===== config.mk =====
export PLATFORM = sky130hd
export DESIGN_NAME = enigma_symb_feeder
export DESIGN_NICKNAME = d
export VERILOG_FILES = /design/src/rtl/enigma_symb_feeder.sv
export SDC_FILE = /design/constraint.sdc
export NUM_CORES = 1
export LEC_CHECK = 0
export BUFFER_PORTS_ARGS = -buffer_cell sky130_fd_sc_hd__buf_4
export CORE_AREA = 2 2 95 97
export CTS_CLUSTER_DIAMETER = 100
export DETAILED_ROUTE_END_ITERATION = 10
export DIE_AREA = 0 0 97 99
export PLACE_DENSITY = 0.55
export SLEW_MARGIN = 10
export SYNTH_ARGS = -nofsm -noshare
export SYNTH_HDL_FRONTEND = slang
export SYNTH_SLANG_ARGS = --single-unit

===== constraint.sdc =====
create_clock -name clk_i -period 2.3 [get_ports clk_i]
set_input_delay 0.23 -clock clk_i [delete_from_list [all_inputs] [get_ports clk_i]]
set_output_delay 0.23 -clock clk_i [all_outputs]
set_load 0.01 [all_outputs]

===== src/rtl/enigma_symb_feeder.sv =====
// ASCII-to-Enigma symbol feeder: filters letters, queues them and issues
// one-cycle symbol pulses separated by GAP idle cycles for the enigma_1 core.
module enigma_symb_feeder #(
  parameter int FIFO_DEPTH = 8,
  parameter int GAP        = 4
) (
  input  logic                          clk_i,
  input  logic                          rst_i,
  input  logic [7:0]                    ascii_i,
  input  logic                          ascii_valid_i,
  output logic                          ascii_ready_o,
  output logic [5:0]                    symb_o,
  output logic [$clog2(FIFO_DEPTH):0]   fifo_level_o,
  output logic [7:0]                    drop_cnt_o,
  output logic                          busy_o
);

  localparam int AW = $clog2(FIFO_DEPTH);
  localparam int LW = AW + 1;

  typedef enum logic [1:0] {IDLE, SEND, WAIT} state_e;

  state_e          state_q, state_d;
  logic [5:0]      symb_q, symb_d;
  logic [3:0]      gap_q, gap_d;
  logic [AW-1:0]   wr_ptr_q, wr_ptr_d, rd_ptr_q, rd_ptr_d;
  logic [LW-1:0]   level_q, level_d;
  logic [7:0]      drop_q, drop_d;
  logic [5:0]      mem_q [FIFO_DEPTH];

  logic is_letter, accept, push, pop, empty, full;
  logic [5:0] code;

  assign empty = (level_q == '0);
  assign full  = (level_q == LW'(FIFO_DEPTH));

  // Both cases map to their alphabet position via the low five bits.
  assign is_letter = ((ascii_i >= 8'h41) && (ascii_i <= 8'h5A)) ||
                     ((ascii_i >= 8'h61) && (ascii_i <= 8'h7A));
  assign code      = {1'b0, ascii_i[4:0]};
  assign accept    = ascii_valid_i && !full;
  assign push      = accept && is_letter;

  always_comb begin
    state_d = state_q;
    symb_d  = 6'd0;
    gap_d   = gap_q;
    pop     = 1'b0;
    case (state_q)
      IDLE: begin
        if (!empty) begin
          pop     = 1'b1;
          symb_d  = mem_q[rd_ptr_q];
          state_d = SEND;
        end
      end
      SEND: begin
        gap_d   = 4'(GAP - 1);
        state_d = WAIT;
      end
      WAIT: begin
        if (gap_q != 4'd0) begin
          gap_d = gap_q - 4'd1;
        end else if (!empty) begin
          pop     = 1'b1;
          symb_d  = mem_q[rd_ptr_q];
          state_d = SEND;
        end else begin
          state_d = IDLE;
        end
      end
      default: state_d = IDLE;
    endcase
  end

  always_comb begin
    wr_ptr_d = wr_ptr_q + AW'(push);
    rd_ptr_d = rd_ptr_q + AW'(pop);
    level_d  = level_q + LW'(push) - LW'(pop);
    drop_d   = drop_q;
    if (accept && !is_letter && (drop_q != 8'hFF)) drop_d = drop_q + 8'd1;
  end

  always_ff @(posedge clk_i) begin
    if (rst_i) begin
      state_q  <= IDLE;
      symb_q   <= 6'd0;
      gap_q    <= 4'd0;
      wr_ptr_q <= '0;
      rd_ptr_q <= '0;
      level_q  <= '0;
      drop_q   <= 8'd0;
    end else begin
      state_q  <= state_d;
      symb_q   <= symb_d;
      gap_q    <= gap_d;
      wr_ptr_q <= wr_ptr_d;
      rd_ptr_q <= rd_ptr_d;
      level_q  <= level_d;
      drop_q   <= drop_d;
    end
  end

  // Storage needs no reset; occupancy is tracked by the pointers and level.
  always_ff @(posedge clk_i) begin
    if (push && !rst_i) mem_q[wr_ptr_q] <= code;
  end

  assign ascii_ready_o = !full;
  assign symb_o        = symb_q;
  assign fifo_level_o  = level_q;
  assign drop_cnt_o    = drop_q;
  assign busy_o        = (state_q != IDLE) || !empty;

endmodule


==> run metrics <==
Final Util=43.9%; max_slew headroom=59.4%; Initial DRC Count=80; Area contributors post-synth=edfxtp_1, dfxtp_1, mux4_2, ha_1, nor2_1; max_cap viols=0; Inserted Clock Buffers=9; share of post-route cells with drive strength above 1=38.2%; Top FF cell, synth=edfxtp_1; total wire length=5170 um; Highest Clock Rate=0.454 GHz; Ports=31; final instance area=0.00375 mm^2; Netlist cell types=41; Post-Syn Area=0.00292 mm^2; Yosys warnings=0; most frequent cells in the layout=buf_4, edfxtp_1, nor2_1; DIE AREA=0.00960 mm^2; Setup WS post-layout=0.0985 ns; leading cell type in the layout, fill and taps excluded=buf_4; htree depth=3; global-route total usage across every layer=11.9%; crit path launch type=flop; CTS root buffer=clkbuf_8; CP max FO=3; Final HPWL DP=3650 um; crit path DAT=2.43 ns; Max clock buf depth=2; post-synthesis sequential area ratio=60.9%; Power Density=1010 mW/mm^2; unrepaired setup endpoints after global routing=yes; Residual DRC=0; CP endpoint kind=flop; Clock transition at path regs=0.07 ns; row count=34; Die X=97 um; Least-Margin Pin Slew=0.604 ns; largest area contributor in the netlist=edfxtp_1; Worst Skew=0.00912 ns; Ant. Diodes=0; Syn Inst Count=220; routed len/inst=13.1 um; worst slack at placement=-0.0868 ns; Final Hold Viols=0; nets@finish=307; DR vias/cell=4.60; clk sink count=69; Leak=1.38 nW; initial antenna violation count=0; largest net degree at the start of global routing=31; #FFs+latches synth=69; crit path max-delay cell type=fa_2; initial core utilization=34.2%; Critical Path RT=2.53 ns; Synth async-reset ratio=0%; hold buffers post-CTS=0; final setup fails=0; worst-case reg-to-reg path depth=12; hold depth=2; Cell Chain, Critical Path=inv_2, ha_4, nand2b_4, o21a_1, nor3_2, buf_4, ha_4, inv_4, ha_4, inv_2, fa_2, nor2_1; Die Ht=99 um; PortBufs=28; ANT nets after route=0; VDD IR max=0.000300 V; syn avg cell area=13.3 um^2; Post-synth EDFFs=40; core area=0.00855 mm^2; Slew Limit Fails=0; area grow syn2layout=28.3%; number of global-route vias before repair=1858; Final Cycle Share=95.7%; Congestion Overflow GR=0; final RePlAce weighted congestion=0.728; via count=1822; post-place instance area=0.00346 mm^2; Setup TNS=0 ns; Max stage delay on crit path=0.51 ns; worst skew pair latency=0.34 ns; fin crit period=2.20 ns; share of the synthesized area in the top cell type=41.1%; first-pass GRT wire length=8910 um; Crit Path Category=reg2reg; CTS tree=done; hold crit path type=in2reg; most used cell, CP=ha_4; Pre-Repair DR Iteration Count=4; Post-Syn Nets=244; outcome=finished, final reports clean
-- final cells by class --
cell class | instances | area, um^2
clock buffers | 12 | 145
clock inverters | 4 | 25.0
fillers | 792 | 4800
inverters | 12 | 47.5
multi-input cells | 132 | 1170
flip-flops and latches | 69 | 1790
well taps | 108 | 135
repair buffers | 59 | 443
-- stage by stage --
stage	hold slack [ns]	power (mW)	instances
floorplan	0.329	2.29	220
global placement	0.490	2.74	377
detailed placement	0.496	2.75	377
CTS	0.215	3.63	393
global route	0.234	4.08	396
finish	0.233	3.78	396
-- logic make-up (layout without fill, tap and decap cells) --
| kind of cell | after synthesis | after routing | share of synthesized area [%] |
|---|---|---|---|
| flip-flops | 69 | 69 | 60.9 |
| AND/OR/NAND/NOR | 69 | 69 | 12.1 |
| adder cells (fa/ha/maj) | 13 | 13 | 5.82 |
| other | 1 | 1 | 0.128 |
| XOR/XNOR | 8 | 8 | 2.40 |
| buffers and inverters | 19 | 87 | 2.61 |
| AO/OA/AOI/OAI | 25 | 25 | 6.25 |
| multiplexers | 16 | 16 | 9.76 |
-- state kept, by name (all words and copies together), names as in the netlist --
signal,cells
wr_ptr_q,3
rd_ptr_q,3
state_q,2
gap_q,4
fifo_level_o,4
drop_cnt_o,8
mem_q,40
symb_o,5
-- critical path: cells and delay by family (launching register included) --
family | cells | cell delay (ns)
simple gates | 3 | 0.28
compound gates | 1 | 0.21
fa+ha+maj | 4 | 0.97
flops | 1 | 0.33
buf+inv | 4 | 0.30
-- power breakdown --
| group | internal [mW] | leakage, nW | switching (mW) |
|---|---|---|---|
| clock | 0.417 | 0.0824 | 0.442 |
| sequential | 1.44 | 0.598 | 0.112 |
| combinational | 0.779 | 0.701 | 0.597 |
-- synthesized netlist by cell type (3+ instances only) --
master,number
xnor2_1,4
nand2_1,11
o211ai_1,3
mux2i_1,6
xor2_1,4
o21ai_0,3
a21oi_1,8
nor2_1,26
nand2b_1,5
inv_1,12
clkbuf_1,4
ha_1,12
edfxtp_1,40
nor2b_1,6
or4_1,4
dfxtp_1,29
mux4_2,10
nor3_1,3
-- per-layer routing --
metal	GRT usage, %	vias to the layer above	wire length, um
met5	0	-	0
met4	7.80	0	157
met3	2.70	13	148
met2	18.8	22	2500
met1	14.8	860	2370
li1	-	927	-
-- worst paths after layout --
check                     start              end  slack [ns]
setup / recovery       gap_q[1]  fifo_level_o[1]         0.1
setup reg to reg       gap_q[1]  fifo_level_o[1]         0.1
hold / removal       ascii_i[3]      mem_q[7][3]        0.23
hold reg to reg   drop_cnt_o[7]    drop_cnt_o[7]        0.51
-- what timing repair did --
item	CTS	global route
buffers inserted	0	3
gates resized for setup	3	22
pin swaps	0	11
hold endpoints to repair	0	0
endpoints found under the setup margin	6	8
No activity file was read; power rests on OpenSTA's default activity.
